<file path="src/rtl/pc_alu_exec.sv">
// Execute-stage slice: word-addressed PC, ALU control decoder and 32-bit ALU.
// The ALU zero flag resolves branch-if-equal into the next PC.
module pc_alu_exec #(
    parameter int PC_W   = 8,
    parameter int DATA_W = 32
) (
    input  logic              clk,
    input  logic              clr,
    input  logic              pc_en,
    input  logic              branch,
    input  logic [7:0]        branch_off,
    input  logic [3:0]        alu_op,
    input  logic [5:0]        funct,
    input  logic [4:0]        shamt,
    input  logic [DATA_W-1:0] oper1,
    input  logic [DATA_W-1:0] oper2,
    output logic [PC_W-1:0]   pc,
    output logic [3:0]        ctrl_command,
    output logic [DATA_W-1:0] result,
    output logic              overflow,
    output logic              zero
);

    localparam logic [3:0] C_AND  = 4'b0000;
    localparam logic [3:0] C_OR   = 4'b0001;
    localparam logic [3:0] C_ADD  = 4'b0010;
    localparam logic [3:0] C_XOR  = 4'b0011;
    localparam logic [3:0] C_ADDU = 4'b0100;
    localparam logic [3:0] C_SLTU = 4'b0101;
    localparam logic [3:0] C_SUB  = 4'b0110;
    localparam logic [3:0] C_SLT  = 4'b0111;
    localparam logic [3:0] C_SLL  = 4'b1000;
    localparam logic [3:0] C_SRL  = 4'b1001;
    localparam logic [3:0] C_SRA  = 4'b1010;
    localparam logic [3:0] C_NOR  = 4'b1100;
    localparam logic [3:0] C_SUBU = 4'b1110;

    localparam int MSB = DATA_W - 1;

    logic [PC_W-1:0]   pc_q;
    logic [PC_W-1:0]   pc_d;
    logic [3:0]        cmd;
    logic [3:0]        funct_cmd;
    logic [DATA_W-1:0] sum;
    logic [DATA_W-1:0] diff;
    logic [DATA_W-1:0] res;
    logic              ovf;

    always_comb begin
        funct_cmd = C_ADDU;
        case (funct)
            6'h20:   funct_cmd = C_ADD;
            6'h21:   funct_cmd = C_ADDU;
            6'h22:   funct_cmd = C_SUB;
            6'h23:   funct_cmd = C_SUBU;
            6'h24:   funct_cmd = C_AND;
            6'h25:   funct_cmd = C_OR;
            6'h26:   funct_cmd = C_XOR;
            6'h27:   funct_cmd = C_NOR;
            6'h2A:   funct_cmd = C_SLT;
            6'h2B:   funct_cmd = C_SLTU;
            6'h00:   funct_cmd = C_SLL;
            6'h02:   funct_cmd = C_SRL;
            6'h03:   funct_cmd = C_SRA;
            default: funct_cmd = C_ADDU;
        endcase
    end

    always_comb begin
        cmd = C_ADD;
        case (alu_op)
            4'b0000: cmd = C_ADD;
            4'b0001: cmd = C_SUB;
            4'b0010: cmd = funct_cmd;
            4'b0011: cmd = C_AND;
            4'b0100: cmd = C_OR;
            4'b0101: cmd = C_SLT;
            4'b0110: cmd = C_XOR;
            default: cmd = C_ADD;
        endcase
    end

    assign sum  = oper1 + oper2;
    assign diff = oper1 - oper2;

    always_comb begin
        res = '0;
        ovf = 1'b0;
        case (cmd)
            C_AND:  res = oper1 & oper2;
            C_OR:   res = oper1 | oper2;
            C_XOR:  res = oper1 ^ oper2;
            C_NOR:  res = ~(oper1 | oper2);
            C_ADDU: res = sum;
            C_SUBU: res = diff;
            C_ADD: begin
                res = sum;
                ovf = (oper1[MSB] == oper2[MSB]) && (sum[MSB] != oper1[MSB]);
            end
            C_SUB: begin
                res = diff;
                ovf = (oper1[MSB] != oper2[MSB]) && (diff[MSB] != oper1[MSB]);
            end
            C_SLT:  res = DATA_W'($signed(oper1) < $signed(oper2));
            C_SLTU: res = DATA_W'(oper1 < oper2);
            C_SLL:  res = oper2 << shamt;
            C_SRL:  res = oper2 >> shamt;
            C_SRA:  res = $unsigned($signed(oper2) >>> shamt);
            default: res = '0;
        endcase
    end

    // Branch target is relative to the already-incremented PC.
    always_comb begin
        pc_d = pc_q;
        if (pc_en) begin
            if (branch && (res == '0)) begin
                pc_d = pc_q + PC_W'(1) + PC_W'($signed(branch_off));
            end else begin
                pc_d = pc_q + PC_W'(1);
            end
        end
    end

    always_ff @(posedge clk or negedge clr) begin
        if (!clr) begin
            pc_q <= '0;
        end else begin
            pc_q <= pc_d;
        end
    end

    assign pc           = pc_q;
    assign ctrl_command = cmd;
    assign result       = res;
    assign overflow     = ovf;
    assign zero         = (res == '0);

endmodule

</file>
<file path="config.mk">
export PLATFORM = sky130hd
export DESIGN_NAME = pc_alu_exec
export DESIGN_NICKNAME = d
export VERILOG_FILES = /design/src/rtl/pc_alu_exec.sv
export SDC_FILE = /design/constraint.sdc
export NUM_CORES = 1
export LEC_CHECK = 0
export CORE_MARGIN = 8
export CORE_UTILIZATION = 35
export CTS_CLUSTER_DIAMETER = 80
export DETAILED_ROUTE_END_ITERATION = 6
export GPL_TIMING_DRIVEN = 0
export PLACE_DENSITY = 0.64
export SETUP_SLACK_MARGIN = 0.1
export SYNTH_ARGS = -nofsm -noshare
export SYNTH_HDL_FRONTEND = slang
export SYNTH_SLANG_ARGS = --single-unit
export TNS_END_PERCENT = 1
</file>
<file path="constraint.sdc">
create_clock -name clk -period 4.8 [get_ports clk]
set_input_delay 0.72 -clock clk [delete_from_list [all_inputs] [get_ports clk]]
set_output_delay 0.72 -clock clk [all_outputs]
set_load 0.1 [all_outputs]
</file>
==> results_dict.tcl, run 1 <==
set metrics [dict create \
    leakage_nw 6.33 \
    largest_reg_flops 8 \
    fin_crit_sh 1.23 \
    ys.flop_type "dfrtp_1" \
    clk_path_buf_depth 2 \
    yosysTopAreaCellShare 0.127 \
    synth_fa_ha_area_frac 0.120 \
    synth.most_common_cell "a21oi_1" \
    wl_um 81800 \
    syn_to_final_growth_pct 33.2 \
    synthTopCellsByArea "mux4_2 (13%), ha_1 (11%), a21oi_1 (5.6%)" \
    max_cap_violations 0 \
    io_pins 137 \
    synth-simple-area-share 0.194 \
    first_iter_violations 2608 \
    arrival_ns 5.19 \
    die_width_um 201 \
    setup_viol 38 \
    final_antenna_net_count 0 \
    fmax_mhz 169 \
    clk_pin_slew_ns 0.04 \
    io_buffers 133 \
    die_area_um2 40500 \
    n_antenna_cell 0 \
    synth_xor_area_frac 0.0270 \
    synthDistinctLibCells 87 \
    fillCellCount 3526 \
    grt_overflow_total 0 \
    p_switching_mw 2.19 \
    start_util 0.351 \
    die_h_um 201 \
    slowest_delay_ns 0.61 \
    yosysWarningCount 0 \
    pwr-share-comb 0.924 \
    synth_commonest_cells "a21oi_1 (135), nor2_1 (134), nand2_1 (116)" \
    p_int_mw 1.19 \
    num_vias 16882 \
    status "finished with violations" \
    seqPwrFrac 0.036 \
    synth-edff-count 0 \
    crit_buf_inv 6 \
    grt_pass1_wl_um 117000 \
    layout_min_cycle_time_ns 5.91 \
    crit_type "in -> out" \
    cp_top_family "simple AND/OR/NAND/NOR gates" \
    hold_buffers 0 \
    fin_nets 2079 \
    finalNonFillerCells 2328 \
    ctsHtreeMaxLevel 1 \
    min_path_type "reg -> reg" \
    relSlewSlack 0.338 \
    crit_path_frequent_cell "inv_1" \
    clkSinkCount 8 \
    synthCells 1680 \
    dr.pass1.iters 6 \
    wl_per_cell_um 35.1 \
    grt_pass1_vias 16440 \
    swShare 0.648 \
    cpMaxStageDelayCell "or4_4" \
    final_layout_size_suffix_gt1_frac 0.286 \
    crit_required_ns 4.08 \
    worstSetupStartpointType "input pin" \
    netlist_area_um2 12000 \
    maxSlewViolCount 0 \
    antenna_found_initial 2 \
    total_power_mw 3.38 \
    cp_max_fo 10 \
    async_reset_ff_frac 1.00 \
    final_area_um2 16000 \
    numCtsBuffers 3 \
    syn_area_per_cell_um2 7.15 \
    synth_top_family_by_area "compound AO/OA/AOI/OAI gates" \
    rsz0062_at_grt "yes" \
    dp.cells 2269 \
    grt_max_degree 12 \
    clockPowerShare 0.041 \
    p_per_area_nw_per_um2 211 \
    synth_seq_area_share 0.0167 \
    place_area_um2 14100 \
    crit_chain "clkdlybuf4s15_2 -> clkbuf_4 -> inv_1 -> ha_1 -> buf_2 -> inv_1 -> a21oi_4 -> o31a_1 -> nor3_2 -> a211o_1 -> nand4_1 -> o2111a_1 -> nand3_2 -> nand4b_1 -> or4_4 -> nor4_4 -> buf_6" \
    grt_use_total 0.384 \
    synth-seq-cells 8 \
    via_per_inst 7.25 \
    synth_compound_area_frac 0.366 \
    endpoint_kind "primary output" \
    synth_mux_area_frac 0.188 \
    cts_tree "yes" \
    post-route-drc-count 0 \
    row_count 68 \
    worst_pin_slew_ns 0.990 \
    post-synth-top-area-cell "mux4_2" \
    synth_fp_nets 1884 \
    dp_hpwl_um 63400 \
    final_hold_viol_count 0 \
    clock_skew_ns 0.00100 \
    gp_congestion 1.10 \
    worst_slack_ns -1.11 \
    violations "setup timing" \
    core_um2 34200 \
    ir_drop_v 0.000321 \
    cts_root_buf "clkbuf_16" \
    clk_latency_ns 0.23 \
]
[repair_timing]
action,in CTS,in global routing
gates cloned,2,0
gates resized for setup,629,98
pin swaps,46,28
setup buffers,54,9
setup endpoints to repair,46,44
[cell usage in the layout, fill, tap and decap left out, types with 27 or more instances in the layout]
master           synthesis  routed
inv_1                  114      99
nand2_1                116     111
ha_1                   110      96
o211ai_1                35      35
nor2_1                 134     124
a22oi_1                 40      39
clkdlybuf4s50_1          0      52
nor3_1                  48      35
clkbuf_2                 0      41
mux2i_1                 50      47
clkbuf_4                 0      28
o21ai_0                100      87
nand3_1                 49      40
mux4_2                  68      68
xnor2_1                 35      35
a21oi_1                135     118
buf_4                    0      86
buf_2                   23      27
[worst paths after layout]
check | startpoint | slack, ns | end | cells after the start
max | oper2[21] | -1.11 | zero | 17
min | pc[1]$_DFFE_PN0P_ | 0.60 | pc[1]$_DFFE_PN0P_ | 2
max reg2reg | pc[0]$_DFFE_PN0P_ | 2.10 | pc[7]$_DFFE_PN0P_ | 12
min reg2reg | pc[1]$_DFFE_PN0P_ | 0.60 | pc[1]$_DFFE_PN0P_ | 2
max in group asynchronous | clr | 3.77 | pc[5]$_DFFE_PN0P_ | 1
min in group asynchronous | clr | 0.77 | pc[7]$_DFFE_PN0P_ | 1
[cells by family (layout without fill, tap and decap cells)]
group | after synthesis | count (layout)
xor gates and xnor gates | 37 | 37
DFF | 8 | 8
muxes | 138 | 138
adders and majority gates | 113 | 113
AOI/OAI and AO/OA | 633 | 633
and+or+nand+nor | 479 | 479
buffers and inverters | 272 | 465
[per-layer routing]
metal | share of wire | vias up | GRT usage | routed length, µm
li1 | - | 6866 | - | -
met1 | 0.36 | 8109 | 0.475 | 29600
met2 | 0.42 | 1483 | 0.578 | 34500
met3 | 0.13 | 424 | 0.101 | 10700
met4 | 0.085 | 0 | 0.261 | 6990
met5 | 0 | - | 0 | 0
[final cells by class]
cell class / instances / area [µm²] / area share
buffer: 142 / 1120 / 0.0699
multi-input combinational: 1400 / 11800 / 0.736
inverter: 121 / 508 / 0.0317
tap: 455 / 569 / 0.0355
clock buffer: 3 / 75.1 / 0.00469
sequential: 8 / 200 / 0.0125
timing repair buffer: 199 / 1760 / 0.110
[through the flow]
step	util	TNS, ns	setup slack [ns]	hold WS (ns)
global placement	0.411	-98.39	-3.68	0.575
floorplan	-	-17.35	-3.47	0.424
detailed placement	0.412	-94.09	-3.69	0.583
global route	0.468	-16.07	-1.12	0.635
finish	0.468	-13.61	-1.11	0.601
CTS	0.462	-11.70	-1.01	0.592
[tightest hold or removal path, delay by kind of cell, from the launching register on]
kind               cells  cell delay, ns
DFF                    1            0.40
AOI/OAI and AO/OA      1            0.05
and+or+nand+nor        1            0.11
[power groups by stage]
stage	sequential [mW]	clock, mW	combinational, mW
CTS	0.121	0.138	2.98
floorplan	0.280	0	1.74
finish	0.122	0.137	3.13
global placement	0.122	0	2.79
global route	0.126	0.142	3.22
detailed placement	0.122	0	2.79
Power figures use the tool's default switching activity.
==> inputs of run 2 (changes only) <==
- clock period: 4.8 -> 5.3 ns (I/O delays scaled with it)
==> results_dict.tcl, run 2 (synthesis results as in run 1) <==
set metrics [dict create \
    final_layout_size_suffix_gt1_frac 0.291 \
    final_antenna_net_count 0 \
    max_cap_violations 0 \
    cts_root_buf "clkbuf_16" \
    layout_common_cells "nor2_1 (123), a21oi_1 (116), nand2_1 (112)" \
    cp_max_fo 10 \
    arrival_ns 5.24 \
    dr.pass1.iters 6 \
    worstSetupStartpointType "input pin" \
    p_per_area_nw_per_um2 191 \
    dp.cells 2269 \
    io_pins 137 \
    start_util 0.351 \
    die_h_um 201 \
    gp_congestion 1.10 \
    post-route-drc-count 0 \
    largest_reg_flops 8 \
    numCtsBuffers 3 \
    relSlewSlack 0.338 \
    endpoint_kind "primary output" \
    core_um2 34200 \
    final_core_util 0.472 \
    clkSinkCount 8 \
    grt_pass1_vias 16523 \
    n_antenna_cell 0 \
    rsz0062_at_grt "yes" \
    ctsHtreeMaxLevel 1 \
    syn_to_final_growth_pct 34.2 \
    hold_end "pc[1]$_DFFE_PN0P_" \
    ir_drop_v 0.000290 \
    worstHoldPathCells 2 \
    worst_slack_ns -0.737 \
    status "finished with violations" \
    setup_viol 17 \
    grt_pass1_wl_um 117000 \
    first_iter_violations 2657 \
    finalNonFillerCells 2337 \
    maxSlewViolCount 0 \
    clk_pin_slew_ns 0.04 \
    final_area_um2 16100 \
    crit_chain "buf_2 -> clkbuf_8 -> clkinvlp_4 -> ha_1 -> clkbuf_4 -> a21oi_2 -> o21ai_0 -> a31oi_2 -> nand2_2 -> a221o_1 -> a221o_1 -> nor4_2 -> nand4b_1 -> or4_4 -> nor4_4 -> buf_6" \
    num_vias 16937 \
    crit_path_frequent_cell "a221o_1" \
    via_per_inst 7.25 \
    reg2reg_depth 12 \
    hold_buffers 0 \
    clk_latency_ns 0.23 \
    die_area_um2 40500 \
    pre_cts_slack_ns -3.34 \
    io_buffers 133 \
    leakage_nw 6.37 \
    rrSetupSlack_ns 2.60 \
    reg2reg_to "pc[7]$_DFFE_PN0P_" \
    r2r-start "pc[0]$_DFFE_PN0P_" \
    cts_tree "yes" \
    worstHoldStart "pc[1]$_DFFE_PN0P_" \
    min_path_type "reg -> reg" \
    layout_min_cycle_time_ns 6.04 \
    crit_type "in -> out" \
    fmax_mhz 166 \
    die_width_um 201 \
    fin_nets 2088 \
    fin_tns_setup_ns -3.87 \
    violations "setup timing" \
    total_power_mw 3.08 \
    final_common_cell "nor2_1" \
    fin_crit_sh 1.14 \
    clk_path_buf_depth 2 \
    grt_overflow_total 0 \
    wl_per_cell_um 35.1 \
    row_count 68 \
    antenna_found_initial 2 \
    dp_hpwl_um 63400 \
    final_hold_viol_count 0 \
    wl_um 82000 \
    grt_use_total 0.384 \
    grt_max_degree 12 \
    crit_required_ns 4.51 \
    worst_pin_slew_ns 0.990 \
    cpMaxStageDelayCell "or4_4" \
    slowest_delay_ns 0.61 \
    hold_slack_ns 0.601 \
    place_area_um2 14100 \
    clock_skew_ns 0.000992 \
]
==> run 2: cell type report <==
class | instances | area [µm²]
Tap cell | 455 | 569
Timing Repair Buffer | 208 | 1850
Inverter | 121 | 515
Fill cell | 3520 | 18100
Clock buffer | 3 | 75.1
Sequential cell | 8 | 200
Multi-Input combinational cell | 1400 | 11800
Buffer | 142 | 1110
==> run 2: how the worst max path moves through the flow <==
| stage | from | to | slack [ns] | cells after the start |
|---|---|---|---|---|
| after floorplan | funct[1] | zero | -3.12 | 12 |
| after global placement | oper2[16] | zero | -3.33 | 16 |
| after detailed placement | oper2[16] | zero | -3.34 | 16 |
| after CTS | alu_op[2] | zero | -0.66 | 17 |
| after global routing | funct[4] | zero | -0.71 | 15 |
| final | oper2[14] | zero | -0.74 | 16 |
==> run 2: timing repair <==
item,in CTS,in global routing
gates resized for setup,612,122
setup endpoints to repair,45,40
endpoints found under the hold margin,0,0
pin swaps,45,34
setup buffers,54,18
gates cloned,2,0
==> run 2: critical path, delay by kind of cell <==
kind	cells	cell delay [ns]
buffers and inverters	5	1.14
AO/OA/AOI/OAI	5	1.42
AND/OR/NAND/NOR	5	1.48
adder cells (fa/ha/maj)	1	0.38
==> run 2: metal layers <==
layer / share of wire / track usage / vias up / wire length, µm
met1: 0.36 / 0.468 / 8092 / 29800
met4: 0.084 / 0.264 / 2 / 6890
met2: 0.42 / 0.579 / 1540 / 34600
met5: 0.00016 / 0 / - / 13
li1: - / - / 6901 / -
met3: 0.13 / 0.111 / 402 / 10700
==> run 2: power breakdown <==
| group | total (mW) | internal, mW | switching, mW |
|---|---|---|---|
| Combinational | 2.84 | 0.909 | 1.93 |
| Clock | 0.124 | 0.0970 | 0.0272 |
| Sequential | 0.110 | 0.0820 | 0.0281 |
| Total | 3.08 | 1.09 | 1.99 |
